**config.mk**
```make
export PLATFORM = sky130hd
export DESIGN_NAME = debug_sequencer_flat
export DESIGN_NICKNAME = d
export VERILOG_FILES = /design/src/rtl/debug_sequencer_if.sv /design/src/rtl/debug_sequencer.sv /design/src/flat_wrapper.sv
export SDC_FILE = /design/constraint.sdc
export NUM_CORES = 1
export LEC_CHECK = 0
export CAP_MARGIN = 0
export CORE_MARGIN = 3
export CORE_UTILIZATION = 40
export DETAILED_ROUTE_END_ITERATION = 8
export PLACE_DENSITY = 0.78
export SLEW_MARGIN = 40
export SYNTH_ARGS = -nofsm -noshare
export SYNTH_HDL_FRONTEND = slang
export SYNTH_SLANG_ARGS = --single-unit
```
**constraint.sdc**
```tcl
create_clock -name clk -period 4.85 [get_ports clk]
set_clock_uncertainty 0.1 [all_clocks]
set_input_delay 1.2125 -clock clk [delete_from_list [all_inputs] [get_ports clk]]
set_output_delay 1.2125 -clock clk [all_outputs]
set_load 0.01 [all_outputs]
```
**src/rtl/debug_sequencer_if.sv**
```systemverilog
// Host command, PC/phase status and step handshake bundle between host decoder, sequencer and phase decoder.
// The sequencer connects through the slave modport; the host/phase-decoder side uses master.
interface debug_sequencer_if #(
  parameter int ADDR_WIDTH = 16,
  parameter int STEP_WIDTH = 8
);
  logic                  cmd_vld;
  logic                  cmd_rdy;
  logic [2:0]            cmd_op;
  logic [ADDR_WIDTH-1:0] cmd_arg;
  logic [ADDR_WIDTH-1:0] pc;
  logic                  fetch;
  logic                  stopped;
  logic                  debug_stop;
  logic                  debug_mode;
  logic                  debug_step_req;
  logic                  debug_step_ack;
  logic                  halted;
  logic                  bp_hit;
  logic [STEP_WIDTH-1:0] steps_left;
  logic                  cmd_err;

  modport master (
    output cmd_vld, cmd_op, cmd_arg, pc, fetch, stopped, debug_step_ack,
    input  cmd_rdy, debug_stop, debug_mode, debug_step_req, halted, bp_hit, steps_left, cmd_err
  );

  modport slave (
    input  cmd_vld, cmd_op, cmd_arg, pc, fetch, stopped, debug_step_ack,
    output cmd_rdy, debug_stop, debug_mode, debug_step_req, halted, bp_hit, steps_left, cmd_err
  );
endinterface

```
**src/rtl/debug_sequencer.sv**
```systemverilog
// Debug sequencer: host halt/run/N-step/debug-exec/breakpoint commands drive the phase decoder DEBUG_* lines.
// Latency: all outputs registered, 1 cycle; backpressure: cmd_rdy low while stopping or stepping.
module debug_sequencer #(
  parameter int ADDR_WIDTH   = 16,
  parameter int STEP_WIDTH   = 8,
  parameter bit RESET_HALTED = 1'b0
) (
  input logic              clk,
  input logic              rst,
  debug_sequencer_if.slave dbg
);

  typedef enum logic [2:0] {
    OP_NOP, OP_HALT, OP_RUN, OP_STEP, OP_EXEC, OP_SET_BP, OP_CLR_BP, OP_RSVD
  } op_e;

  typedef enum logic [2:0] {
    S_RUN, S_STOPPING, S_HALT, S_STEP_REQ, S_STEP_REL
  } state_e;

  localparam state_e RESET_STATE = RESET_HALTED ? S_STOPPING : S_RUN;

  state_e                state_q, state_n;
  logic                  stop_q, stop_n;
  logic                  mode_q, mode_n;
  logic                  req_q, req_n;
  logic                  halted_q, halted_n;
  logic                  bp_hit_q, bp_hit_n;
  logic                  bp_en_q, bp_en_n;
  logic                  err_q, err_n;
  logic                  rdy_q, rdy_n;
  logic [ADDR_WIDTH-1:0] bp_addr_q, bp_addr_n;
  logic [STEP_WIDTH-1:0] steps_q, steps_n;
  logic [STEP_WIDTH-1:0] step_arg;
  logic                  accept;
  logic                  bp_match;
  op_e                   op;

  assign op       = op_e'(dbg.cmd_op);
  assign accept   = dbg.cmd_vld && rdy_q;
  assign step_arg = dbg.cmd_arg[STEP_WIDTH-1:0];
  assign bp_match = bp_en_q && dbg.fetch && (dbg.pc == bp_addr_q);

  always_ff @(posedge clk or posedge rst) begin
    if (rst) begin
      state_q   <= RESET_STATE;
      stop_q    <= RESET_HALTED;
      mode_q    <= 1'b0;
      req_q     <= 1'b0;
      halted_q  <= 1'b0;
      bp_hit_q  <= 1'b0;
      bp_en_q   <= 1'b0;
      bp_addr_q <= '0;
      steps_q   <= '0;
      err_q     <= 1'b0;
      rdy_q     <= !RESET_HALTED;
    end else begin
      state_q   <= state_n;
      stop_q    <= stop_n;
      mode_q    <= mode_n;
      req_q     <= req_n;
      halted_q  <= halted_n;
      bp_hit_q  <= bp_hit_n;
      bp_en_q   <= bp_en_n;
      bp_addr_q <= bp_addr_n;
      steps_q   <= steps_n;
      err_q     <= err_n;
      rdy_q     <= rdy_n;
    end
  end

  always_comb begin
    state_n   = state_q;
    stop_n    = stop_q;
    mode_n    = mode_q;
    req_n     = req_q;
    halted_n  = halted_q;
    bp_hit_n  = bp_hit_q;
    bp_en_n   = bp_en_q;
    bp_addr_n = bp_addr_q;
    steps_n   = steps_q;
    err_n     = 1'b0;

    unique case (state_q)
      S_RUN: begin
        stop_n = 1'b0;
        if (accept) begin
          case (op)
            OP_HALT: begin
              stop_n  = 1'b1;
              state_n = S_STOPPING;
            end
            OP_SET_BP: begin
              bp_addr_n = dbg.cmd_arg;
              bp_en_n   = 1'b1;
              bp_hit_n  = 1'b0;
            end
            OP_CLR_BP: begin
              bp_en_n  = 1'b0;
              bp_hit_n = 1'b0;
            end
            OP_STEP, OP_EXEC, OP_RSVD: err_n = 1'b1;
            default: ;
          endcase
        end
        // Breakpoint compare uses the pre-command bp registers and wins over a same-cycle clear.
        if (bp_match) begin
          bp_hit_n = 1'b1;
          stop_n   = 1'b1;
          state_n  = S_STOPPING;
        end
      end

      S_STOPPING: begin
        if (dbg.stopped) begin
          halted_n = 1'b1;
          state_n  = S_HALT;
        end
      end

      S_HALT: begin
        if (accept) begin
          case (op)
            OP_RUN: begin
              stop_n   = 1'b0;
              halted_n = 1'b0;
              state_n  = S_RUN;
            end
            OP_STEP: begin
              steps_n  = (step_arg == '0) ? STEP_WIDTH'(1) : step_arg;
              mode_n   = 1'b0;
              req_n    = 1'b1;
              halted_n = 1'b0;
              state_n  = S_STEP_REQ;
            end
            OP_EXEC: begin
              steps_n  = STEP_WIDTH'(1);
              mode_n   = 1'b1;
              req_n    = 1'b1;
              halted_n = 1'b0;
              state_n  = S_STEP_REQ;
            end
            OP_SET_BP: begin
              bp_addr_n = dbg.cmd_arg;
              bp_en_n   = 1'b1;
              bp_hit_n  = 1'b0;
            end
            OP_CLR_BP: begin
              bp_en_n  = 1'b0;
              bp_hit_n = 1'b0;
            end
            OP_RSVD: err_n = 1'b1;
            default: ;
          endcase
        end
      end

      S_STEP_REQ: begin
        if (dbg.debug_step_ack) begin
          req_n   = 1'b0;
          steps_n = (steps_q == '0) ? '0 : steps_q - STEP_WIDTH'(1);
          state_n = S_STEP_REL;
        end
      end

      S_STEP_REL: begin
        // REQ may only rise again once the phase decoder has dropped ACK.
        if (!dbg.debug_step_ack) begin
          if (steps_q != '0) begin
            req_n   = 1'b1;
            state_n = S_STEP_REQ;
          end else begin
            mode_n   = 1'b0;
            halted_n = 1'b1;
            state_n  = S_HALT;
          end
        end
      end

      default: state_n = RESET_STATE;
    endcase

    rdy_n = (state_n == S_RUN) || (state_n == S_HALT);
  end

  assign dbg.cmd_rdy        = rdy_q;
  assign dbg.debug_stop     = stop_q;
  assign dbg.debug_mode     = mode_q;
  assign dbg.debug_step_req = req_q;
  assign dbg.halted         = halted_q;
  assign dbg.bp_hit         = bp_hit_q;
  assign dbg.steps_left     = steps_q;
  assign dbg.cmd_err        = err_q;

endmodule
```
**src/flat_wrapper.sv**
```systemverilog
// flat-port wrapper written by rule: the top's interface ports become plain ports
module debug_sequencer_flat 
#(
  parameter int ADDR_WIDTH   = 16,
  parameter int STEP_WIDTH   = 8,
  parameter bit RESET_HALTED = 1'b0
)
  (clk, rst, dbg_cmd_vld, dbg_cmd_op, dbg_cmd_arg, dbg_pc, dbg_fetch, dbg_stopped, dbg_debug_step_ack, dbg_cmd_rdy, dbg_debug_stop, dbg_debug_mode, dbg_debug_step_req, dbg_halted, dbg_bp_hit, dbg_steps_left, dbg_cmd_err);
  debug_sequencer_if #(.ADDR_WIDTH(ADDR_WIDTH), .STEP_WIDTH(STEP_WIDTH)) dbg_i ();
  input logic clk;
  input logic rst;
  input wire logic [$bits(dbg_i.cmd_vld)-1:0] dbg_cmd_vld;
  input wire logic [$bits(dbg_i.cmd_op)-1:0] dbg_cmd_op;
  input wire logic [$bits(dbg_i.cmd_arg)-1:0] dbg_cmd_arg;
  input wire logic [$bits(dbg_i.pc)-1:0] dbg_pc;
  input wire logic [$bits(dbg_i.fetch)-1:0] dbg_fetch;
  input wire logic [$bits(dbg_i.stopped)-1:0] dbg_stopped;
  input wire logic [$bits(dbg_i.debug_step_ack)-1:0] dbg_debug_step_ack;
  output wire logic [$bits(dbg_i.cmd_rdy)-1:0] dbg_cmd_rdy;
  output wire logic [$bits(dbg_i.debug_stop)-1:0] dbg_debug_stop;
  output wire logic [$bits(dbg_i.debug_mode)-1:0] dbg_debug_mode;
  output wire logic [$bits(dbg_i.debug_step_req)-1:0] dbg_debug_step_req;
  output wire logic [$bits(dbg_i.halted)-1:0] dbg_halted;
  output wire logic [$bits(dbg_i.bp_hit)-1:0] dbg_bp_hit;
  output wire logic [$bits(dbg_i.steps_left)-1:0] dbg_steps_left;
  output wire logic [$bits(dbg_i.cmd_err)-1:0] dbg_cmd_err;
  assign dbg_i.cmd_vld = dbg_cmd_vld;
  assign dbg_i.cmd_op = dbg_cmd_op;
  assign dbg_i.cmd_arg = dbg_cmd_arg;
  assign dbg_i.pc = dbg_pc;
  assign dbg_i.fetch = dbg_fetch;
  assign dbg_i.stopped = dbg_stopped;
  assign dbg_i.debug_step_ack = dbg_debug_step_ack;
  assign dbg_cmd_rdy = dbg_i.cmd_rdy;
  assign dbg_debug_stop = dbg_i.debug_stop;
  assign dbg_debug_mode = dbg_i.debug_mode;
  assign dbg_debug_step_req = dbg_i.debug_step_req;
  assign dbg_halted = dbg_i.halted;
  assign dbg_bp_hit = dbg_i.bp_hit;
  assign dbg_steps_left = dbg_i.steps_left;
  assign dbg_cmd_err = dbg_i.cmd_err;
  debug_sequencer #(.ADDR_WIDTH(ADDR_WIDTH), .STEP_WIDTH(STEP_WIDTH), .RESET_HALTED(RESET_HALTED)) u_core (.clk(clk), .rst(rst), .dbg(dbg_i));
endmodule
```
* After elaboration in Yosys (flattened, before gate mapping)
Index checks and enable logic that the tools add are counted.
Operators by class: $add $sub $neg 1, equal/unequal tests 23, multiplexer cells 49, reductions and logical operators 27
Operators by type and width (number):
- $mux 8 | 4
- $pmux 8 s2 | 2
- $mux 1 | 26
- $mux 3 | 7
- $eq 16x16->1 | 1
- $logic_not 8->1 | 2
- $eq 3x2->1 const B | 5
- $eq 3x3->1 const B | 5
- $pmux 3 s5 | 1
- $ne 2x2->1 const B | 7
- $pmux 1 s2 | 6
- $reduce_and 6->1 | 2
- $reduce_and 3->1 | 3
- $reduce_bool 2->1 | 4
- $reduce_bool 8->1 | 1
- $sub 8x1->8 const B | 1
- $eq 3x1->1 const B | 2
- $logic_not 3->1 | 2
- $pmux 1 s3 | 2
- $pmux 3 s2 | 1
- $reduce_bool 3->1 | 2
- $reduce_or 2->1 | 3
- $reduce_or 3->1 | 2
- $reduce_and 5->1 | 1
- 5 further kinds | 8
Storage, ports and cells: register bits after elaboration 35, output and inout bits 15, logic and storage cells 111

* Logic depth before layout (Yosys ltp)
depth in word-level cells 7, depth in mapped cells 8, gate-level depth less buffers 7

* Least setup slack after synthesis
No wires, ideal clock.
path type input-to-reg, start in dbg_cmd_op[2], end reg u_core.steps_q[2], in the netlist u_core.dbg.steps_left[2], arrival time 2.381 ns, slack 2.244 ns, stages on the path 7, cells stage by stage buf_2 > nor3b_2 > o211ai_2 > a21boi_4 > buf_4 > nor2_1 > o22ai_1
Between the ends: longest elaborated chain between the ends 4, elaborated cells between the ends (all ways) 7
RTL lines:
- start, declared | line flat_wrapper.sv:13 | input wire logic [$bits(dbg_i.cmd_op)-1:0] dbg_cmd_op;
- $eq 3x3->1 / $eq 3x2->1 (equally long branches) | line debug_sequencer.sv:123 | case (op)
- $pmux 8 s2 | line debug_sequencer.sv:123
- $mux 8 | line debug_sequencer.sv:122 | if (accept) begin
- $pmux 8 s2 | line debug_sequencer.sv:84 | unique case (state_q)
- end signal, assigned | line debug_sequencer.sv:66 | steps_q <= steps_n;
- end, declared | line debug_sequencer.sv:33 | logic [STEP_WIDTH-1:0] steps_q, steps_n;
Parallel ways exist; a longest one is shown, timed or not. The select of a mux whose other input is x is not followed. A chain may end at the register's enable or synchronous reset.

* Final worst setup path
start in dbg_cmd_vld, end reg u_core.bp_addr_q[5]
Between the ends: longest elaborated chain between the ends 2
RTL lines:
- start, declared | line flat_wrapper.sv:12 | input wire logic [$bits(dbg_i.cmd_vld)-1:0] dbg_cmd_vld;
- $logic_and 1x1->1 | line debug_sequencer.sv:40 | assign accept = dbg.cmd_vld && rdy_q;
- $reduce_and 3->1 (no source line)
- end signal, assigned | line debug_sequencer.sv:65 | bp_addr_q <= bp_addr_n;
- end, declared | line debug_sequencer.sv:32 | logic [ADDR_WIDTH-1:0] bp_addr_q, bp_addr_n;
No other way between the ends.

==> qor.csv <==
metric;value;unit
Worst Setup End Kind;register;
cells along the critical path;clkdlybuf4s50_1 -> nor4bb_1 -> buf_4 -> nand4b_4 -> mux2_2;
Hold Buf Count CTS;0;
Chip Height;76.1;um
Max clock buf depth;2;
RSZ-0062 raised after global routing;no;
post-synth top area share;43.3;%
CP Buf/Inv Count;2;
CTS buffer count;5;
CP arrival;3.20;ns
Sw Share;33.7;%
largest net degree at the start of global routing;36;
Placed Area;2560;um^2
ranking of synthesized cells by area;dfrtp_1 (43%), mux2_2 (9.2%), xor2_1 (5.3%), a21oi_1 (3.3%), o21ai_0 (3.3%);
Max Cap Viol;0;
Top Ports;56;
largest fanout on the critical path;16;
CTS tree;yes;
relative slew slack;50.1;%
CP max-delay cell;nor4bb_1;
Sinks on Clock Net;35;
PortBufs;55;
antenna-violating nets left;0;
Power Dens Cells;485;nW/um^2
fin. max-slew vios;0;
distinct cell type count after synthesis;46;
TritonRoute pass-1 iters;4;
number of global-route vias before repair;1738;
most common cell in the netlist;dfrtp_1;
clock share of power;21.1;%
P_sw;0.000438;W
clk_lat worst skew;0.29;ns
total setup buffers inserted after CTS;0;
Detailed Route Iter0 Violations;85;
pre-CTS WS;1.45;ns
crit-path leading delay family;simple AND/OR/NAND/NOR gates;
CP startpoint kind;primary input;
wire length per cell;14.7;um
setup TNS;0;ns
ys async rst share;100;%
slew at the pin closest to its max-slew limit;0.742;ns
via count;1699;
Worst Path Required;4.93;ns
first-pass GRT wire length;7760;um
finished layout cell area;2680;um^2
ant diodes;0;
Die W;76.1;um
Leak;1.13;nW
Root Buffer;clkbuf_8;
DIE AREA;5790;um^2
worst min path class;register to register;
routed wire length;4600;um
fin worst setup slack;1.73;ns
GPL Wtd Cong;0.849;
all-layer global routing usage;16.3;%
Hold WS;0.394;ns
dominant cell type by area after synthesis;dfrtp_1;
Cells after Synth;195;
DRC;0;
GRT Residual Overflow;0;
number of synthesized flops with an enable pin;0;
Int Pwr;0.000862;W
Cell Area, Synth;1970;um^2
# rows;24;
Tcrit/Tclk final;64.4;%
post_cts resized;0;
core region area;4530;um^2
commonest cells in the netlist;dfrtp_1 (34), mux2_2 (16), nand2_1 (14);
synth warn;0;
Initial Utilization;43.3;%
final setup fails;0;
initial antenna violation count;0;
Setup CP Type;primary input to register;
Layout area overhead;36.2;%
Syn Nets;237;
Nets;290;
Reg power frac;40.8;%
max incr delay on CP;0.58;ns
worst vdd ir;243;uV
Seq/Total Area, Yosys;44.6;%
crit path time final;3.12;ns
FMAX;0.320;GHz
Fillers;373;
Synth Flop Type;dfrtp_1;
clk slew on worst S/H paths;0.07;ns
Synth Register Bits;35;
syn avg cell area;10.1;um^2
Via density;5.41;
layout cells sized above 1;13.7;%
dpl hpwl;3430;um
H-tree levels;2;
outcome;complete, no violations;
Pwr Total;0.00130;W
Final Hold Viols;0;
combinational share of power;38.1;%
==> layer usage <==
metal  global-route usage (%)  part of all wire [%]  vias up
met1                     19.6                    44      818
met4                     6.34                   2.3        0
met5                        0                     0        -
met2                     27.6                    48       49
met3                     4.85                   5.4       11
li1                         -                     -      821
==> cells in the final DEF, fill, tap and decap left out, types with 2 or more instances in the layout <==
cell type / instances
a211oi_1: 2
nand2b_1: 2
mux2_2: 16
nor2b_1: 2
a31oi_1: 3
inv_1: 7
xor2_1: 12
nor2_1: 12
o22ai_1: 3
o21ai_0: 13
nor3_1: 5
nor4b_1: 2
a32oi_1: 4
dfrtp_1: 34
clkdlybuf4s50_1: 55
nand3_1: 2
nand4_1: 2
and3b_1: 2
nand2_1: 14
a21oi_1: 13
buf_4: 2
xnor2_1: 5
clkbuf_8: 6
nor4_1: 7
==> kinds of logic (layout without fill, tap and decap cells) <==
logic type      count (synthesis)  count (layout)  share of synthesized area, %
compound gates                 49              49                          16.3
xor+xnor                       17              17                          7.57
fa+ha+maj                       1               1                         0.636
buf+inv                        18              72                          4.01
flops                          35              35                          44.6
mux                            17              17                          9.68
simple gates                   58              58                          17.2
==> flip-flops by register name, summed over array words and instances, names as in the netlist <==
name,flops
u_core.state_q,3
u_core.dbg.steps_left,8
u_core.bp_en_q,1
u_core.bp_addr_q,16
u_core.dbg.debug_stop,1
u_core.dbg.debug_mode,1
u_core.dbg.debug_step_req,1
u_core.dbg.cmd_err,1
u_core.dbg.bp_hit,1
u_core.dbg.cmd_rdy,1
u_core.dbg.halted,1
==> worst paths after layout <==
| kind | from | end | slack [ns] | cells past startpoint |
|---|---|---|---|---|
| setup reg to reg | u_core.dbg.cmd_rdy$_DFF_PP1_ | u_core.bp_addr_q[5]$_DFFE_PP0P_ | 2.53 | 4 |
| hold reg to reg | u_core.dbg.debug_mode$_DFFE_PP0P_ | u_core.dbg.debug_mode$_DFFE_PP0P_ | 0.39 | 1 |
| min in group asynchronous | rst | u_core.bp_addr_q[2]$_DFFE_PP0P_ | 1.21 | 3 |
| hold / removal | u_core.dbg.debug_mode$_DFFE_PP0P_ | u_core.dbg.debug_mode$_DFFE_PP0P_ | 0.39 | 1 |
| max in group asynchronous | rst | u_core.dbg.cmd_rdy$_DFF_PP1_ | 3.09 | 3 |
| setup / recovery | dbg_cmd_vld | u_core.bp_addr_q[5]$_DFFE_PP0P_ | 1.73 | 5 |
==> power groups by stage <==
stage / registers (W) / clock network (W) / logic [W]
floorplan: 0.000526 / 0 / 0.000304
global placement: 0.000532 / 0 / 0.000483
detailed placement: 0.000536 / 0 / 0.000496
CTS: 0.000530 / 0.000285 / 0.000498
global route: 0.000549 / 0.000293 / 0.000546
finish: 0.000531 / 0.000274 / 0.000495
==> layout make-up <==
cell class	instances	area (um^2)	share of cell area, %
multi-input cells	142	1010	37.7
flip-flops and latches	35	877	32.8
repair buffers	57	566	21.1
clock buffers	6	82.6	3.08
well taps	65	81.3	3.04
clock inverters	2	35.0	1.31
inverters	7	26.3	0.981
==> through the flow <==
stage | util, % | cells
floorplan | - | 195
CTS | 59.1 | 314
global placement | 56.5 | 306
finish | 59.1 | 314
detailed placement | 56.5 | 306
global route | 59.1 | 314
(Power assumes the default switching activity.)
